## src/rtl/mdu_pkg.sv

```systemverilog
// mdu_pkg: op/state encodings and constants for the ex_mdu_ctrl multiply/divide sequencer (S_FIX exists only when MDU_SIGNED_EN is defined)
package mdu_pkg;
  localparam int MDU_OP_W = 3;
  localparam logic DIV0_Q_FILL = 1'b1;
  typedef enum logic [MDU_OP_W-1:0] {
    OP_MUL   = 3'b000,
    OP_MULH  = 3'b001,
    OP_MULHU = 3'b010,
    OP_RSV   = 3'b011,
    OP_DIV   = 3'b100,
    OP_DIVU  = 3'b101,
    OP_REM   = 3'b110,
    OP_REMU  = 3'b111
  } mdu_op_t;
  typedef enum logic [2:0] {
    S_IDLE,
    S_MUL,
    S_DIV,
`ifdef MDU_SIGNED_EN
    S_FIX,
`endif
    S_DONE
  } mdu_state_t;
endpackage

```

## src/rtl/mdu_addsub.sv

```systemverilog
// mdu_addsub: W-bit add/subtract (a, b, sub in; y sum/difference, co carry-out or not-borrow out), shared by multiply and divide
module mdu_addsub #(
  parameter int W = 33
) (
  input  logic [W-1:0] a,
  input  logic [W-1:0] b,
  input  logic         sub,
  output logic [W-1:0] y,
  output logic         co
);
  logic [W-1:0] bx;
  assign bx = sub ? ~b : b;
  assign {co, y} = {1'b0, a} + {1'b0, bx} + {{W{1'b0}}, sub};
endmodule

```

## src/rtl/ex_mdu_ctrl.sv

```systemverilog
// ex_mdu_ctrl: iterative EX-stage mul/div sequencer; in clk, rst (async active-low), start, op, in_0, in_1, flush; out busy, stall_req, done, result, div_by_zero; MDU_SIGNED_EN adds signed MULH/DIV/REM via FIX state
module ex_mdu_ctrl
  import mdu_pkg::*;
#(
  parameter int WIDTH = 32,
  parameter int CNT_W = $clog2(WIDTH)
) (
  input  logic                clk,
  input  logic                rst,
  input  logic                start,
  input  logic [MDU_OP_W-1:0] op,
  input  logic [WIDTH-1:0]    in_0,
  input  logic [WIDTH-1:0]    in_1,
  input  logic                flush,
  output logic                busy,
  output logic                stall_req,
  output logic                done,
  output logic [WIDTH-1:0]    result,
  output logic                div_by_zero
);
  mdu_state_t state, state_n;
  logic [CNT_W-1:0] cnt;
  logic [MDU_OP_W-1:0] op_r;
  logic [WIDTH-1:0] hi, lo, b_r, res_r, res_n, hi_n, lo_n, hi_m, lo_m, hi_d, lo_d, a0, a1, sel;
  logic [WIDTH:0] add_a, add_b, add_y;
  logic add_sub, add_co, dbz_r, dbz_n, accept, in_fix;
`ifdef MDU_SIGNED_EN
  logic sgn_op, s0, s1, sgn_r, neg_r;
  logic [WIDTH-1:0] fix_v;
  assign sgn_op = op == OP_MULH || op == OP_DIV || op == OP_REM;
  assign s0 = sgn_op & in_0[WIDTH-1];
  assign s1 = sgn_op & in_1[WIDTH-1];
  assign a0 = s0 ? -in_0 : in_0;
  assign a1 = s1 ? -in_1 : in_1;
  assign in_fix = state == S_FIX;
  assign fix_v = op_r[2] ? (op_r[1] ? hi : lo) : hi;
  // negation is ~v + 1; for MULH the whole product is negated, so the +1 reaches hi only when lo is zero
  assign add_a = in_fix ? {1'b0, ~fix_v} : state == S_DIV ? {hi, lo[WIDTH-1]} : {1'b0, hi};
  assign add_b = in_fix ? {{WIDTH{1'b0}}, op_r[2] | ~|lo} : {1'b0, b_r};
  always_ff @(posedge clk or negedge rst) begin
    if (!rst) begin
      sgn_r <= 1'b0;
      neg_r <= 1'b0;
    end else if (accept) begin
      sgn_r <= sgn_op;
      neg_r <= op == OP_REM ? s0 : s0 ^ s1;
    end
  end
`else
  assign a0 = in_0;
  assign a1 = in_1;
  assign in_fix = 1'b0;
  assign add_a = state == S_DIV ? {hi, lo[WIDTH-1]} : {1'b0, hi};
  assign add_b = {1'b0, b_r};
`endif
  assign add_sub = state == S_DIV;
  mdu_addsub #(.W(WIDTH + 1)) u_addsub (
    .a  (add_a),
    .b  (add_b),
    .sub(add_sub),
    .y  (add_y),
    .co (add_co)
  );
  assign hi_m = lo[0] ? add_y[WIDTH:1] : {1'b0, hi[WIDTH-1:1]};
  assign lo_m = {lo[0] ? add_y[0] : hi[0], lo[WIDTH-1:1]};
  assign hi_d = add_co ? add_y[WIDTH-1:0] : {hi[WIDTH-2:0], lo[WIDTH-1]};
  assign lo_d = {lo[WIDTH-2:0], add_co};
  assign hi_n = state == S_DIV ? hi_d : hi_m;
  assign lo_n = state == S_DIV ? lo_d : lo_m;
  assign sel = op_r[2] ? (op_r[1] ? hi_n : lo_n) : (op_r[1:0] == 2'b00 ? lo_n : hi_n);
  assign accept = state == S_IDLE && start && !flush;
  assign busy = state != S_IDLE;
  assign done = state == S_DONE;
  assign result = res_r;
  assign div_by_zero = dbz_r;
  assign stall_req = !flush && (accept || state == S_MUL || state == S_DIV || in_fix);
  always_comb begin
    state_n = state;
    res_n = '0;
    dbz_n = 1'b0;
    case (state)
      S_IDLE: if (start) begin
        if (op == OP_RSV) state_n = S_DONE;
        else if (op[2] && in_1 == '0) begin
          state_n = S_DONE;
          res_n = op[1] ? in_0 : {WIDTH{DIV0_Q_FILL}};
          dbz_n = 1'b1;
        end else state_n = op[2] ? S_DIV : S_MUL;
      end
      S_MUL, S_DIV: if (cnt == '0) begin
        res_n = sel;
`ifdef MDU_SIGNED_EN
        state_n = sgn_r ? S_FIX : S_DONE;
`else
        state_n = S_DONE;
`endif
      end
`ifdef MDU_SIGNED_EN
      S_FIX: begin
        state_n = S_DONE;
        res_n = neg_r ? add_y[WIDTH-1:0] : fix_v;
      end
`endif
      default: state_n = S_IDLE;
    endcase
    if (flush) begin
      state_n = S_IDLE;
      res_n = '0;
      dbz_n = 1'b0;
    end
  end
  always_ff @(posedge clk or negedge rst) begin
    if (!rst) begin
      state <= S_IDLE;
      cnt <= '0;
      op_r <= '0;
      hi <= '0;
      lo <= '0;
      b_r <= '0;
      res_r <= '0;
      dbz_r <= 1'b0;
    end else begin
      state <= state_n;
      res_r <= res_n;
      dbz_r <= dbz_n;
      if (accept) begin
        op_r <= op;
        cnt <= CNT_W'(WIDTH - 1);
        hi <= '0;
        lo <= op[2] ? a0 : a1;
        b_r <= op[2] ? a1 : a0;
      end else if (state == S_MUL || state == S_DIV) begin
        hi <= hi_n;
        lo <= lo_n;
        cnt <= cnt - 1'b1;
      end
    end
  end
endmodule
```

## config.mk

```make
export PLATFORM = sky130hd
export DESIGN_NAME = ex_mdu_ctrl
export DESIGN_NICKNAME = d
export VERILOG_FILES = /design/src/rtl/mdu_pkg.sv /design/src/rtl/mdu_addsub.sv /design/src/rtl/ex_mdu_ctrl.sv
export SDC_FILE = /design/constraint.sdc
export NUM_CORES = 1
export LEC_CHECK = 0
export BUFFER_PORTS_ARGS = -buffer_cell sky130_fd_sc_hd__buf_2
export CORE_ASPECT_RATIO = 0.5
export CORE_MARGIN = 2
export CORE_UTILIZATION = 50
export DETAILED_ROUTE_END_ITERATION = 6
export GPL_TIMING_DRIVEN = 0
export PLACE_DENSITY_LB_ADDON = 0.25
export SETUP_SLACK_MARGIN = 0.4
export SLEW_MARGIN = 20
export SYNTH_ARGS = -nofsm -noshare
export SYNTH_HDL_FRONTEND = slang
export SYNTH_SLANG_ARGS = --single-unit
export TNS_END_PERCENT = 20
```

## constraint.sdc

```tcl
create_clock -name clk -period 10.2 [get_ports clk]
set_input_delay 1.53 -clock clk [delete_from_list [all_inputs] [get_ports clk]]
set_output_delay 1.53 -clock clk [all_outputs]
set_load 0.005 [all_outputs]
```

# Word-level counts from Yosys, hierarchy flattened
# Index checks and enable logic that the tools add are counted.
[word_totals]
wordCells = 71
mem_count = 0
regBits = 140
rom_bits = 0
latchBits = 0
ramBits = 0
[classes]
eq_ne = 6
n_shift = 0
addsub = 3
reduce_logical = 16
n_mul = 0
muxes = 37
n_div = 0
n_bitwise = 1
n_lt_le_gt_ge = 0
[op_table]
columns = ["operator", "n"]
rows = [
  ["$mux 32", 19],
  ["$mux 33", 2],
  ["$pmux 32 s2", 1],
  ["$add 33x33->34", 1],
  ["$add 34x1->34", 1],
  ["$not 32->33", 1],
  ["$logic_not 32->1", 1],
  ["$mux 5", 2],
  ["$eq 3x2->1 const B", 3],
  ["$mux 3", 3],
  ["$mux 1", 6],
  ["$mux 2", 3],
  ["$ne 3x3->1 const B", 2],
  ["$pmux 3 s2", 1],
  ["$logic_not 5->1", 1],
  ["$sub 5x1->5 const B", 1],
  ["$logic_and 1x1->1", 4],
  ["$eq 3x1->1 const B", 1],
  ["$logic_not 3->1", 1],
  ["$logic_or 1x1->1", 3],
  ["$reduce_bool 3->1", 1],
  ["$logic_not 2->1", 1],
  ["$reduce_and 2->1", 1],
  ["$reduce_bool 2->1", 1],
  ["other kinds (2)", 2],
]

# Logic depth before layout (Yosys ltp)
[logic_depth]
word_depth = 11
ltp_mapped = 19

# Modules after synthesis
# From an unflattened synthesis, not the netlist that was laid out.
[unflattened]
hier_cells = 1217
hier_area_um2 = 11502.3
[modules_own_cells]
columns = ["module", "n_inst", "cells_each", "area_each_um2", "seq_area_each_um2"]
rows = [
  ["ex_mdu_ctrl", 1, 911, 9256.4, 3478.3],
  ["mdu_addsub", 1, 306, 2245.9, 0.0],
]

# Worst setup path before layout
# No wires, ideal clock.
[synth_path]
path_kind = "reg-to-reg"
startpoint = "register state[0]"
endpoint = "register hi[21]"
path_stages_with_launch = 19
path_slack_ns = 5.573
setup_time_ns = 0.078
t_arrival_ns = 4.550
period_less_slack_ns = 4.627
required_time_ns = 10.122
path_buffers = 5
path_cell_list = "dfrtp_1 > inv_1 > ha_1 > clkbuf_1 > buf_1 > clkbuf_1 > mux2_2 > ha_1 > and2_1 > a22o_1 > o41ai_2 > and3_1 > a211oi_4 > or2_1 > buf_4 > buf_6 > mux2i_1 > a211o_1 > a21oi_1"
[synth_between]
elab_chain_len = 8
elab_cells_between_ends = 16
cone_classes = "add/sub: 2; eq/ne: 2; mux: 7; reduce/logical: 5"
[synth_lines]
columns = ["element", "line", "rtl"]
rows = [
  ["start: declaration", "ex_mdu_ctrl.sv:21", "mdu_state_t state, state_n;"],
  ["start signal: assignment", "ex_mdu_ctrl.sv:123", "state <= state_n;"],
  ["$eq 3x2->1", "--", ""],
  ["$mux 33, on equally long branches", "ex_mdu_ctrl.sv:53, mdu_addsub.sv:12", ""],
  ["$add 33x33->34", "mdu_addsub.sv:13", "assign {co, y} = {1'b0, a} + {1'b0, bx} + {{W{1'b0}}, sub};"],
  ["$add 34x1->34", "mdu_addsub.sv:13", ""],
  ["$mux 32, on equally long branches", "ex_mdu_ctrl.sv:64, ex_mdu_ctrl.sv:66", ""],
  ["$mux 32", "ex_mdu_ctrl.sv:68", "assign hi_n = state == S_DIV ? hi_d : hi_m;"],
  ["$mux 32", "ex_mdu_ctrl.sv:132", "end else if (state == S_MUL || state == S_DIV) begin"],
  ["$mux 32", "ex_mdu_ctrl.sv:126", "if (accept) begin"],
  ["end signal: assignment", "ex_mdu_ctrl.sv:133", "hi <= hi_n;"],
  ["end: declaration", "ex_mdu_ctrl.sv:24", "logic [WIDTH-1:0] hi, lo, b_r, res_r, res_n, hi_n, lo_n, hi_m, lo_m, hi_d, lo_d, a0, a1, sel;"],
]
# Several ways; a longest one is shown, not always the timed one. The select of a mux whose other input is x is not followed.
# A chain may end at the register's enable or synchronous reset.

# Worst setup path after layout
[layout_path]
startpoint = "register state[0]"
endpoint = "register res_r[8] (netlist: result[8])"
[layout_between]
elab_chain_len = 11
elab_cells_between_ends = 18
cone_classes = "add/sub: 2; eq/ne: 2; mux: 12; reduce/logical: 2"
[layout_lines]
columns = ["element", "line", "rtl"]
rows = [
  ["$eq 3x2->1", "--", ""],
  ["$mux 33, on equally long branches", "ex_mdu_ctrl.sv:53, mdu_addsub.sv:12", ""],
  ["$add 33x33->34", "mdu_addsub.sv:13", ""],
  ["$add 34x1->34", "mdu_addsub.sv:13", ""],
  ["$mux 32, on equally long branches", "ex_mdu_ctrl.sv:64, ex_mdu_ctrl.sv:66", ""],
  ["$mux 32", "ex_mdu_ctrl.sv:68", ""],
  ["$mux 32 (2 in a row)", "ex_mdu_ctrl.sv:70", "assign sel = op_r[2] ? (op_r[1] ? hi_n : lo_n) : (op_r[1:0] == 2'b00 ? lo_n : hi_n);"],
  ["$mux 32", "ex_mdu_ctrl.sv:90", "S_MUL, S_DIV: if (cnt == '0) begin"],
  ["$pmux 32 s2 (*)", "ex_mdu_ctrl.sv:81", "case (state)"],
  ["$mux 32 (*)", "ex_mdu_ctrl.sv:106", "if (flush) begin"],
  ["net res_n[8]", "ex_mdu_ctrl.sv:24", ""],
  ["end signal: assignment", "ex_mdu_ctrl.sv:124", "res_r <= res_n;"],
  ["end: declaration", "ex_mdu_ctrl.sv:24", ""],
]
# Mark *: on every way through the listed nets, which the timed path passes. The rest lies on a longest branch.

==> flow_summary.yaml <==
worst_setup_path:
  cp.required_ns: 10.47
  critPathCaptureType: "register"
  r2r_start: "state[0]"
  critPathArrivalTime_ns: 7.22
  startpoint: "state[0]"
  worstSetupPathType: "register to register"
  start_kind: "register"
  critical_path.max_fanout: 10
placement:
  hpwlAfterDp_um: 32500
  portBuffers: 105
  placed_area_sq_mm: 0.0114
  gp_congestion: 0.963
  dpl.cell_count: 1577
logic_synthesis:
  yosys_warnings: 0
  post-synth-top-area-fraction_pct: 33.2
  yosys-top-cells-area: "dfrtp_1 (33%), mux2i_1 (8.0%), o21ai_0 (6.2%)"
  ys_seq_elements: 139
  synth.most_common_cell: "dfrtp_1"
  syn_area_per_cell_sq_um: 8.74
  syn_nets: 1307
  synth_top_area_cell: "dfrtp_1"
  synth_common_cells: "dfrtp_1 (139), nand2_1 (138), o21ai_0 (129)"
  ys_seq_area_share_pct: 33.2
  synth_edf_count: 0
  synth_cell_types: 75
  synth_top_flop_cell: "dfrtp_1"
  syn-cell-area_sq_mm: 0.0105
  syn_inst: 1198
  synthArstFlopShare_pct: 100
detailed_routing:
  top_layer: "met5"
  dr.pass1.iters: 6
  ant_nets: 0
  drt_iter0_markers: 1336
  met1_length_um: 18300
  wl_um: 42600
  dr_wl_met3_um: 7530
  route.met2.wl_um: 15900
  wire_per_inst_um: 26.5
  drc: 0
  viasPerCell: 6.67
  vias: 10734
power_and_ir_drop:
  p_leak_nw: 5.47
  cellPowerDensity_mw_per_mm2: 361
  ir_worst_vdd_mv: 0.146
finish:
  fillers: 1930
  seq_area_sq_mm: 0.00348
  fin_cells: 1609
  drive_above_1_share_pct: 17.4
  diodes: 0
  fin_util_pct: 58.2
  multi_input_area_sq_mm: 0.00658
  nets: 1432
  final_cell_area_sq_mm: 0.0120
  syn2layout_area_growth_pct: 14.3
grt:
  grt_start_max_net_pins: 84
  overflow: 0
  grt_pass1_vias: 10065
  antenna_found_initial: 1
  grt_usage_pct: 38.8
  grt_pass1_wl_um: 62900
timing:
  maxSlewHeadroom_pct: 30.4
  tns_ns: 0
  tightest_slew_ns: 1.04
  finalHoldViolCount: 0
  layout_min_cycle_time_ns: 6.96
  clock_skew_ns: 0.0172
  rsz0062_at_grt: "false"
  fin_crit_sh_pct: 68.2
  drv_slew: 0
  timing.fmax_ghz: 0.144
  finalSetupViolCount: 0
run_status:
  status: "finished, final reports clean"
die:
  start_util_pct: 50.9
  die_h_um: 106
  rows: 37
  fp.coreArea_sq_mm: 0.0206
  die_w_um: 209
  die_area_sq_mm: 0.0222
  num_io_pins: 107
cts:
  cts_tree: "done"
  cts-root-buf: "clkbuf_16"
  cts_buffers: 17
  clk_pin_slew_ns: 0.07
  clkLatencyLatePin_ns: 0.45
  hold_buffers: 0
  postCtsSetupBuffers: 0
  cts_resized: 0
  cts.sink_count: 139
  cts.path.max_buffers: 2
  htreeDepth: 4
job:
  cap_violations: 0
min_path:
  hold_path.class: "register to register"
  holdCritStartpoint: "op_r[0]"
path summary, 6_finish.rpt:
check,end,slack (ns),depth (start not counted)
setup reg to reg,result[8],3.24,17
hold reg to reg,op_r[0],0.49,2
setup / recovery,result[8],3.24,17
hold / removal,op_r[0],0.49,2
min in group asynchronous,cnt[1],1.10,1
max in group asynchronous,hi[9],8.35,2
metal layers:
layer | track usage (%) | up-vias
li1 | - | 4672
met1 | 54.9 | 5208
met2 | 50.6 | 772
met3 | 21.3 | 80
met4 | 8.83 | 2
met5 | 0 | -
stage by stage:
| step | worst slack (ns) | hold slack (ns) | power [mW] |
|---|---|---|---|
| floorplan | 5.57 | 0.446 | 2.70 |
| CTS | 3.52 | 0.499 | 4.17 |
| global route | 3.06 | 0.522 | 4.55 |
| global placement | 3.56 | 0.469 | 3.48 |
| detailed placement | 3.57 | 0.482 | 3.52 |
| finish | 3.24 | 0.491 | 4.32 |
kinds of logic after synthesis:
| logic type | Yosys count | share of synthesized area [%] |
|---|---|---|
| AOI/OAI and AO/OA | 393 | 24.5 |
| xor gates and xnor gates | 63 | 5.27 |
| buffers and inverters | 105 | 3.98 |
| adders and majority gates | 38 | 4.61 |
| muxes | 133 | 13.3 |
| and+or+nand+nor | 327 | 15.1 |
| DFF | 139 | 33.2 |
cell usage in the layout (no fill, tap or decap), types with 6 or more instances in the layout:
master / synthesis / layout
nor4_1: 10 / 9
nor2_1: 42 / 42
xor2_1: 42 / 42
a31oi_1: 9 / 9
o311ai_1: 15 / 15
a21boi_0: 9 / 9
a211oi_1: 21 / 21
and3_1: 23 / 23
buf_2: 6 / 110
clkbuf_1: 67 / 67
dfrtp_1: 139 / 139
buf_1: 10 / 10
nor2b_1: 15 / 15
and2_1: 10 / 10
o21ai_0: 129 / 129
a21o_1: 22 / 22
ha_1: 37 / 37
clkbuf_16: 0 / 17
xnor2_1: 21 / 21
nor3_1: 8 / 8
nand4_1: 6 / 6
a21oi_1: 63 / 63
nand3_1: 31 / 31
o211ai_1: 39 / 39
nand2_1: 138 / 138
o31ai_1: 31 / 31
or2_2: 21 / 21
nand2b_1: 10 / 10
inv_1: 18 / 18
mux2i_1: 84 / 84
mux2_2: 49 / 49
registers in the layout, indices dropped and copies added, names as in the netlist:
| register | count |
|---|---|
| op_r | 3 |
| result | 32 |
| div_by_zero | 1 |
| b_r | 32 |
| state | 2 |
| lo | 32 |
| cnt | 5 |
| hi | 32 |
cell type report:
class                   count  share of cell area [%]
inverters                  19                   0.596
multi-input cells         954                    55.0
well taps                 273                    2.86
clock buffers              17                    3.56
clock inverters            15                    1.31
plain buffers              86                    2.89
flip-flops and latches    139                    29.1
repair buffers            106                    4.71
worst max-delay path: stages, from the launching register on:
cell	delay [ns]
dfrtp_1	0.41
inv_1	0.13
ha_1	0.44
clkbuf_1	0.50
clkbuf_1	0.79
clkbuf_1	0.58
xor2_1	0.46
ha_1	0.36
a21o_1	0.23
a22o_1	0.21
o41ai_2	0.45
and3_1	0.31
a211oi_4	0.12
or2_1	0.22
buf_4	0.18
buf_2	0.23
a311oi_1	0.90
o211ai_1	0.23
power by group:
part | total [mW] | leakage (nW) | internal (mW) | switching (mW)
registers | 0.924 | 1.76 | 0.739 | 0.185
logic | 2.75 | 3.43 | 0.960 | 1.79
clock network | 0.646 | 0.274 | 0.345 | 0.301
No activity file was read; power rests on OpenSTA's default activity.
